$ cat config.mk
export PLATFORM = sky130hd
export DESIGN_NAME = rect_read_probe
export DESIGN_NICKNAME = d
export VERILOG_FILES = /design/src/rtl/rect_read_probe_pkg.sv /design/src/rtl/fb_addr_calc.sv /design/src/rtl/rect_read_probe.sv
export SDC_FILE = /design/constraint.sdc
export NUM_CORES = 1
export LEC_CHECK = 0
export CAP_MARGIN = 10
export CORE_ASPECT_RATIO = 1.4
export CORE_MARGIN = 5
export CORE_UTILIZATION = 45
export CTS_CLUSTER_DIAMETER = 80
export DETAILED_ROUTE_END_ITERATION = 7
export PLACE_DENSITY = 0.78
export SLEW_MARGIN = 20
export SYNTH_ARGS = -nofsm -noshare
export SYNTH_HDL_FRONTEND = slang
export SYNTH_SLANG_ARGS = --single-unit
$ cat constraint.sdc
create_clock -name clk -period 5.7 [get_ports clk]
set_input_delay 1.71 -clock clk [delete_from_list [all_inputs] [get_ports clk]]
set_output_delay 1.71 -clock clk [all_outputs]
set_load 0.03 [all_outputs]
$ cat src/rtl/rect_read_probe_pkg.sv
// Shared framebuffer definitions for the rectangle writer/reader pair.
// Holds the probe FSM state encoding and the framebuffer geometry defaults
// (screen size, address width, colour width, background colour).
package rect_read_probe_pkg;

  typedef enum logic [1:0] {
    S_IDLE  = 2'd0,
    S_SCAN  = 2'd1,
    S_DRAIN = 2'd2,
    S_DONE  = 2'd3
  } state_t;

  localparam int FB_SCREEN_W = 160;
  localparam int FB_SCREEN_H = 120;
  localparam int FB_ADDR_W   = 15;
  localparam int FB_COORD_W  = 10;
  localparam int FB_COLOR_W  = 3;
  localparam int FB_BG_COLOR = 0;

endpackage

$ cat src/rtl/fb_addr_calc.sv
// Framebuffer address calculator, shared by the writer and read-probe sides.
//   x, y       in   pixel coordinates
//   addr       out  y*SCREEN_W + x, truncated to ADDR_W
//   in_screen  out  1 when x < SCREEN_W and y < SCREEN_H
module fb_addr_calc #(
  parameter int COORD_W  = 10,
  parameter int ADDR_W   = 15,
  parameter int SCREEN_W = 160,
  parameter int SCREEN_H = 120
) (
  input  logic [COORD_W-1:0] x,
  input  logic [COORD_W-1:0] y,
  output logic [ADDR_W-1:0]  addr,
  output logic               in_screen
);

  // Arithmetic done at ADDR_W so truncation falls out of the modulo math.
  assign addr      = ADDR_W'(y) * ADDR_W'(SCREEN_W) + ADDR_W'(x);
  assign in_screen = (32'(x) < 32'(SCREEN_W)) && (32'(y) < 32'(SCREEN_H));

endmodule

$ cat src/rtl/rect_read_probe.sv
// Rectangle read probe: scans a RECT_W x RECT_H region of the framebuffer
// through its read port and reports whether any non-background pixel exists.
//   clk, reset         clock, async active-high reset
//   go, x_in, y_in     start request and top-left corner (sampled in S_IDLE)
//   mem_addr/rden/q    framebuffer read port, 1-cycle read latency
//   busy, done         scan in progress / one-cycle results-valid pulse
//   hit, hit_count     any hit / number of non-background pixels
//   hit_color/x/y      colour and position of the first hit in raster order
module rect_read_probe
  import rect_read_probe_pkg::*;
#(
  parameter int RECT_W   = 16,
  parameter int RECT_H   = 8,
  parameter int COORD_W  = FB_COORD_W,
  parameter int COLOR_W  = FB_COLOR_W,
  parameter int SCREEN_W = FB_SCREEN_W,
  parameter int SCREEN_H = FB_SCREEN_H,
  parameter int ADDR_W   = FB_ADDR_W,
  parameter int BG_COLOR = FB_BG_COLOR
) (
  input  logic               clk,
  input  logic               reset,
  input  logic               go,
  input  logic [COORD_W-1:0] x_in,
  input  logic [COORD_W-1:0] y_in,
  output logic [ADDR_W-1:0]  mem_addr,
  output logic               mem_rden,
  input  logic [COLOR_W-1:0] mem_q,
  output logic               busy,
  output logic               done,
  output logic               hit,
  output logic [15:0]        hit_count,
  output logic [COLOR_W-1:0] hit_color,
  output logic [COORD_W-1:0] hit_x,
  output logic [COORD_W-1:0] hit_y
);

  localparam int CW = (RECT_W > 1) ? $clog2(RECT_W) : 1;
  localparam int RW = (RECT_H > 1) ? $clog2(RECT_H) : 1;

  state_t state_q, state_d;

  logic [COORD_W-1:0] cur_x, cur_y, org_x;
  logic [CW-1:0]      col;
  logic [RW-1:0]      row;
  logic               accept, scan, row_end, last_px;
  logic [ADDR_W-1:0]  calc_addr;
  logic               in_scr;

  // One-stage read pipeline: valid plus the coords of the pixel in flight.
  logic               vld_d;
  logic [COORD_W-1:0] px_x_d, px_y_d;
  logic               px_hit;

  assign accept  = (state_q == S_IDLE) && go;
  assign scan    = (state_q == S_SCAN);
  assign row_end = (col == CW'(RECT_W - 1));
  assign last_px = scan && row_end && (row == RW'(RECT_H - 1));

  fb_addr_calc #(
    .COORD_W (COORD_W),
    .ADDR_W  (ADDR_W),
    .SCREEN_W(SCREEN_W),
    .SCREEN_H(SCREEN_H)
  ) u_addr (
    .x        (cur_x),
    .y        (cur_y),
    .addr     (calc_addr),
    .in_screen(in_scr)
  );

  // Off-screen pixels are skipped by withholding the read; they never reach
  // the hit logic because their valid bit stays low.
  assign mem_rden = scan && in_scr;
  assign mem_addr = scan ? calc_addr : '0;
  assign busy     = scan || (state_q == S_DRAIN);
  assign done     = (state_q == S_DONE);

  always_ff @(posedge clk or posedge reset) begin
    if (reset) state_q <= S_IDLE;
    else       state_q <= state_d;
  end

  always_comb begin
    state_d = state_q;
    case (state_q)
      S_IDLE:  if (go) state_d = S_SCAN;
      S_SCAN:  if (last_px) state_d = S_DRAIN;
      S_DRAIN: state_d = S_DONE;
      S_DONE:  state_d = S_IDLE;
      default: state_d = S_IDLE;
    endcase
  end

  // Raster scan counters: x inner, y outer. Row count wraps harmlessly after
  // the last pixel; the next accept reloads everything.
  always_ff @(posedge clk or posedge reset) begin
    if (reset) begin
      cur_x <= '0;
      cur_y <= '0;
      org_x <= '0;
      col   <= '0;
      row   <= '0;
    end else if (accept) begin
      cur_x <= x_in;
      cur_y <= y_in;
      org_x <= x_in;
      col   <= '0;
      row   <= '0;
    end else if (scan) begin
      if (row_end) begin
        col   <= '0;
        cur_x <= org_x;
        row   <= row + RW'(1);
        cur_y <= cur_y + COORD_W'(1);
      end else begin
        col   <= col + CW'(1);
        cur_x <= cur_x + COORD_W'(1);
      end
    end
  end

  always_ff @(posedge clk or posedge reset) begin
    if (reset) begin
      vld_d  <= 1'b0;
      px_x_d <= '0;
      px_y_d <= '0;
    end else begin
      vld_d  <= mem_rden;
      px_x_d <= cur_x;
      px_y_d <= cur_y;
    end
  end

  assign px_hit = vld_d && (mem_q != COLOR_W'(BG_COLOR));

  always_ff @(posedge clk or posedge reset) begin
    if (reset) begin
      hit       <= 1'b0;
      hit_count <= '0;
      hit_color <= '0;
      hit_x     <= '0;
      hit_y     <= '0;
    end else if (accept) begin
      hit       <= 1'b0;
      hit_count <= '0;
      hit_color <= '0;
      hit_x     <= '0;
      hit_y     <= '0;
    end else if (px_hit) begin
      hit_count <= hit_count + 16'd1;
      // Only the first hit in raster order is recorded.
      if (!hit) begin
        hit       <= 1'b1;
        hit_color <= mem_q;
        hit_x     <= px_x_d;
        hit_y     <= px_y_d;
      end
    end
  end

endmodule

==> results.md, run 1 <==
* Cell taking the most area after synthesis: dfrtp_1
* Yosys cell types at 48
* Synth Area in Compound Gates at 12.9%
* Top-area cell type share of the netlist area at 49.9%
* Largest net degree at the start of global routing at ~70
* Most frequent cells in the layout: nand2_1, dfrtp_1, clkdlybuf4s50_1, a21oi_1, nor2_1
* Synth Cell Area at 5020 um^2
* Die ar. at ~13000 um^2
* I/O Buffers at 83
* Slowest CP cell: clkdlybuf4s50_1
* Setup ws final at between 0.2 and 0.25 ns
* CP Buf/Inv Count at 1
* Post-DP HPWL at 8430 um
* Synth top area cells: dfrtp_1, nand2_1, ha_1
* Routed WL per cell at 15.3 um
* Max_slew headroom at 39.4%
* RSZ-0062 raised after global routing: no
* Final Hold Viols at 0
* Sequential share of the synthesized area at 49.9%
* Layout Nets at 671
* WS Path Type: flop to output port
* Gr ovfl total at 0
* #FFs+latches synth at 100
* Area Overhead vs Synth at 25.2%
* Worst hold path type: flop to flop
* Clk sinks at 100
* Share of synthesized cell area in full adder, half adder and majority cells at 8.03%
* Synth Area in XOR/XNOR at 5.76%
* Cell repeated most along the worst path: ha_1
* Static Leak at about 2.8 nW
* Diode count at 0
* Max Slew Vio Count at 0
* Fin crit share at 96.0%
* Commonest non-fill, non-tap cell in the layout: nand2_1
* Layout cells sized above 1 at 5.01%
* ANT nets after route at 0
* # rows at 45
* CTS buffer count at 9
* Post-synthesis mux area share at 0.997%
* Fin Clk Skew at 0.00504 ns
* Worst-path fanout max at 7
* Crit path cell chain: ha_1 > ha_1 > fa_1 > ha_1 > nand2_1 > o21ai_0 > nand3_1 > mux2i_1 > clkdlybuf4s50_1
* First-pass GRT wire length at 19500 um
* Die Y-Extent at 135 um
* Initial DRT Pass Iterations at 4
* Maximum vdd drop at around 0.81 mV
* Startpoint types: flop
* Endpoint class of the critical path: output port
* Yosys warns at 0
* CTS tree: yes
* Syn avg cell area at 9.35 um^2
* Worst Path Required at 3.99 ns
* Drt first-iter violations at 222
* H-tree lvl count at 3
* Largest family of logic cells by synthesized area: simple AND/OR/NAND/NOR gates
* Cts hold-fix bufs at 0
* Post-layout minimum cycle time at roughly 5.5 ns
* Slowest cell delay on critical path at 0.70 ns
* Setup TNS at 0 ns
* Post-synth EDFFs at 0
* Post-Synthesis Cells at 537
* Chip width at 99.3 um
* Gr usage total at 17.9%
* Count of final setup violators at 0
* Least-Margin Pin Slew at slightly above 0.9 ns
* Number of remaining DRC errors at 0
* Initial antenna violation count at 0
* Clock root cell: clkbuf_16
* CTS Buffer Depth at 2
* Placer Congestion at 0.830
* Vias post-DR at 4064
* WP data arrival at 3.76 ns
* DP Worst Slack at 0.549 ns
* Asr flop ratio synth at 100%
* Vias per cell at between 5 and 6
* Initial core utilization at 46.2%
* Post-Synth Simple-Gate Area at 20.2%
* Max Cap Viol at 0
* Pwr dens at approximately 570 nW/um^2
* Status: completed
* Clk Latency, worst-skew pair at 0.34 ns
* Peak Freq at 183 MHz
* Num ports at 84
* Worst-path clk slew at 0.07 ns
* Vias in the first global route at around 4000
* Routed WL at around 12000 um
* Top FF cell, synth: dfrtp_1
* Core ar. at 10900 um^2
* Post-synth net total at 594
* Delay-heaviest family, CP: adder cells
==> kinds of logic (layout without fill, tap and decap cells) <==
logic type / count (synthesis) / in the layout
adders and majority gates: 31 / 31
and+or+nand+nor: 225 / 225
xor gates and xnor gates: 33 / 33
AOI/OAI and AO/OA: 113 / 113
muxes: 5 / 5
buffers and inverters: 30 / 112
DFF: 100 / 100
==> cell type report <==
type / instances / area (um^2)
clock buffers: 10 / 239
clock inverters: 6 / 63.8
fillers: 938 / 4580
inverters: 9 / 36.3
multi-input cells: 407 / 2410
flip-flops and latches: 100 / 2500
well taps: 141 / 176
repair buffers: 87 / 861
==> Yosys cell counts (all sizes together), types with 8 or more instances <==
cell type,count
ha,29
nand2,117
nand3,15
o21ai,40
a21oi,48
xor2,17
dfrtp,100
nand4,8
xnor2,16
and2,11
nor2,45
clkbuf,16
inv,9
==> power by group <==
group	switching (mW)	internal, mW	leakage (nW)
sequential	0.216	0.927	1.30
clock	0.262	0.351	0.144
combinational	1.07	0.760	1.34
total	1.54	2.04	2.79
==> path summary, 6_finish.rpt <==
kind	slack, ns	cells after the start	endpoint	from
worst max-delay path	0.23	9	mem_addr[14]	cur_y[1]
worst min-delay path	0.46	0	px_y_d[8]	cur_y[8]
worst max register to register	3.30	8	cur_y[9]	state_q[1]
worst min register to register	0.46	0	px_y_d[8]	cur_y[8]
max in group asynchronous	2.87	3	px_x_d[3]	reset
min in group asynchronous	1.88	2	hit_count[10]	reset
==> layer usage <==
metal	up-vias	share of wire (%)	track usage, %
met1	1966	43	22.5
li1	1990	-	-
met3	14	4.3	2.69
met5	-	0	0
met2	94	51	30.8
met4	0	1.7	7.14
==> flip-flops by register name (all words and copies together), names as in the netlist, 2 cells and up <==
signal     cells
col            4
cur_x         10
cur_y         10
hit_color      3
hit_count     16
hit_x         10
hit_y         10
org_x         10
px_x_d        10
px_y_d        10
row            3
state_q        2
==> worst reg2reg max path: stages, from the launching register on <==
cell	delay, ns
dfrtp_1	0.40
inv_1	0.11
ha_1	0.18
buf_4	0.26
and4_1	0.43
nand4_1	0.30
nor3_1	0.33
xnor2_1	0.15
o21ai_0	0.08
==> what timing repair did <==
item,4_1_cts,5_1_grt
setup endpoints to repair,0,2
setup buffers,0,0
resized for setup,0,1
endpoints found under the hold margin,0,0
==> through the flow <==
stage	hold slack (ns)	util [%]	power (mW)	std cells	area, um^2
2_1_floorplan	0.398	-	2.41	537	5020
3_3_place_gp	0.442	55.0	2.89	744	5980
3_5_place_dp	0.439	55.0	2.96	744	5980
4_1_cts	0.450	57.8	3.59	760	6280
5_1_grt	0.479	57.8	3.86	760	6290
6_report	0.457	57.8	3.58	760	6290
Power figures use the tool's default switching activity.
==> run 2, diff against run 1 <==
- CORE_MARGIN: 5 -> unset
==> run 2 against run 1 <==
Via count up 0.91%. Sequential power about the same. Critical path depth stayed put. Total power fell by 1.4%. Clock skew rose by 0.0042 ns. Hold slack got worse by 0.012 ns. Routed wire length fell by 2.2%. Maximum frequency is 0.39% lower. Sequential cell count unchanged. Setup slack lost 0.021 ns. Cell count did not move. Combinational power is essentially flat. Critical endpoint unchanged.
==> results.md, run 2 (synthesized netlist as in run 1, its figures left out) <==
* Initial DRT Pass Iterations at 4 (unchanged)
* DP Worst Slack at 0.492 ns (was 0.549 ns)
* Max Cap Viol at 0 (unchanged)
* Hold slack at 0.445 ns (was 0.457 ns)
* Routed WL at 11400 um (was 11600 um)
* Vias post-DR at 4101 (was 4064)
* Layout cells sized above 1 at 4.36% (was 5.01%)
* Post-CTS Setup Repair Bufs at 0 (unchanged)
* Peak Freq at 182 MHz (was 183 MHz)
* Die ar. at 11600 um^2 (was 13400 um^2)
* I/O Buffers at 83 (unchanged)
* Num ports at 84 (unchanged)
* Endpoint class of the critical path: output port (unchanged)
* Critical R2R Launch: state_q[1] (unchanged)
* Post-Layout Cell Count at 760 (unchanged)
* Core ar. at 10900 um^2 (unchanged)
* Hold Crit Depth at 0 (unchanged)
* Gr ovfl total at 0 (unchanged)
* # rows at 45 (unchanged)
* Grt met2 use at 35.3% (was 30.8%)
* # fillers at 930 (was 938)
* Clk sinks at 100 (unchanged)
* GR peak layer: met2 (unchanged)
* Largest register FFs at 16 (unchanged)
* Cell repeated most along the worst path: ha_1 (unchanged)
* Sequential Area at 2500 um^2 (unchanged)
* Worst Path Required at 3.99 ns (about the same)
* Initial core utilization at 46.2% (unchanged)
* Vias in the first global route at 4107 (was 4020)
* CTS tree: yes (unchanged)
* Fin crit share at 96.4% (was 96.0%)
* ANT nets after route at 0 (unchanged)
* Largest Register: hit_count (unchanged)
* Slowest CP cell: clkdlybuf4s50_1 (unchanged)
* RSZ-0062 raised after global routing: no (unchanged)
* Setup ws final at 0.206 ns (was 0.228 ns)
* Least-Margin Pin Slew at 0.995 ns (was 0.906 ns)
* Most frequent cells in the layout: nand2_1, dfrtp_1, clkdlybuf4s50_1, a21oi_1, nor2_1 (unchanged)
* Startpoint types: flop (unchanged)
* Met3 Track Usage GR at 2.80% (was 2.69%)
* Area Overhead vs Synth at 24.8% (was 25.2%)
* Worst hold path type: flop to flop (unchanged)
* Worst-path clk slew at 0.06 ns (was 0.07 ns)
* Max Slew Vio Count at 0 (unchanged)
* Hold endpoint: px_y_d[8] (unchanged)
* WP data arrival at 3.78 ns (was 3.76 ns)
* Clock root cell: clkbuf_16 (unchanged)
* Count of final setup violators at 0 (unchanged)
* CTS Buffer Depth at 2 (unchanged)
* Cts hold-fix bufs at 0 (unchanged)
* Reg2reg setup slack at 3.31 ns (was 3.30 ns)
* Status: completed (unchanged)
* Inst Count DP at 744 (unchanged)
* CTS buffer count at 9 (unchanged)
* RR Endpoint: cur_y[9] (unchanged)
* WS Path Type: flop to output port (unchanged)
* Worst-path fanout max at 7 (unchanged)
* Post-DP Area at 5980 um^2 (unchanged)
* Worst R2R Path Depth at 8 (unchanged)
* Die Y-Extent at 127 um (was 135 um)
* Diode count at 0 (unchanged)
* H-tree lvl count at 3 (unchanged)
* Crit path cell chain: ha_1 > ha_1 > fa_1 > ha_1 > nand2_1 > o21ai_0 > nand3_1 > mux2i_1 > clkdlybuf4s50_1 (unchanged)
* Chip width at 91.3 um (was 99.3 um)
* Layout Nets at 671 (unchanged)
* Initial antenna violation count at 0 (unchanged)
* Tot Pwr at 3.53 mW (was 3.58 mW)
* Placer Congestion at 0.805 (was 0.830)
* First-pass GRT wire length at 19200 um (was 19500 um)
* Max_slew headroom at 33.6% (was 39.4%)
* Slowest cell delay on critical path at 0.69 ns (was 0.70 ns)
* Final Hold Viols at 0 (unchanged)
* Final core utilization at 57.6% (was 57.8%)
* Post-DP HPWL at 8070 um (was 8430 um)
* Setup TNS at 0 ns (unchanged)
* GRT met1 Usage at 25.7% (was 22.5%)
* Gr usage total at 20.7% (was 17.9%)
* Number of remaining DRC errors at 0 (unchanged)
* Clk Latency, worst-skew pair at 0.34 ns (about the same)
* Drt first-iter violations at 189 (was 222)
* Multi-input gate area at 2400 um^2 (was 2410 um^2)
* Maximum vdd drop at 0.760 mV (was 0.807 mV)
* Vias per cell at 5.40 (was 5.35)
* Post-layout minimum cycle time at 5.49 ns (was 5.47 ns)
* Min-delay src: cur_y[8] (unchanged)
* Static Leak at 2.80 nW (was 2.79 nW)
* Fin area at 6260 um^2 (was 6290 um^2)
* Fin Clk Skew at 0.00924 ns (was 0.00504 ns)
* Pwr dens at 564 nW/um^2 (was 570 nW/um^2)
* Commonest non-fill, non-tap cell in the layout: nand2_1 (unchanged)
* Largest net degree at the start of global routing at 72 (was 68)
* Routed WL per cell at 15.0 um (was 15.3 um)
## run 2: report_power, final
group          total [mW]  leakage, nW  internal, mW  switching (mW)
clock               0.579        0.140         0.332           0.247
combinational        1.81         1.35         0.757            1.06
sequential           1.14         1.30         0.927           0.212
## run 2: final cells by class
| type | count | area share (%) |
|---|---|---|
| inverters | 9 | 0.579 |
| repair buffers | 87 | 13.8 |
| flip-flops and latches | 100 | 40.0 |
| multi-input cells | 407 | 38.4 |
| well taps | 141 | 2.82 |
| clock inverters | 1 | 0.0799 |
| clock buffers | 15 | 4.43 |
## run 2: timing repair
| item | 4_1_cts | 5_1_grt |
|---|---|---|
| setup endpoints to repair | 0 | 1 |
| endpoints found under the hold margin | 0 | 0 |
| gates resized for setup | 0 | 1 |
## run 2: per-layer routing
layer / up-vias / share of wire, %
li1: 1990 / -
met1: 1974 / 43
met2: 117 / 50
met3: 20 / 4.0
met4: 0 / 2.8
met5: - / 0
## run 2: critical path, delay by kind of cell (launching register included)
family | cells | cell delay, ns
buffers and inverters | 1 | 0.69
AOI/OAI and AO/OA | 1 | 0.43
DFF | 1 | 0.48
muxes | 1 | 0.18
adders and majority gates | 4 | 1.38
and+or+nand+nor | 2 | 0.26
## run 2: how the worst max path moves through the flow
stage | start | slack, ns | end
finish | cur_y[1] | 0.21 | mem_addr[14]
global route | cur_y[1] | 0.003 | mem_addr[14]
CTS | cur_y[1] | 0.11 | mem_addr[13]
detailed placement | cur_y[1] | 0.49 | mem_addr[13]
global placement | cur_y[1] | 0.57 | mem_addr[13]
floorplan | cur_y[1] | 1.02 | mem_addr[13]
==> run 3, diff against run 2 <==
- CTS_CLUSTER_DIAMETER: 80 -> unset
==> results of run 3 <==
Same layout as run 2: the final DEF is identical, and so are final timing and power.
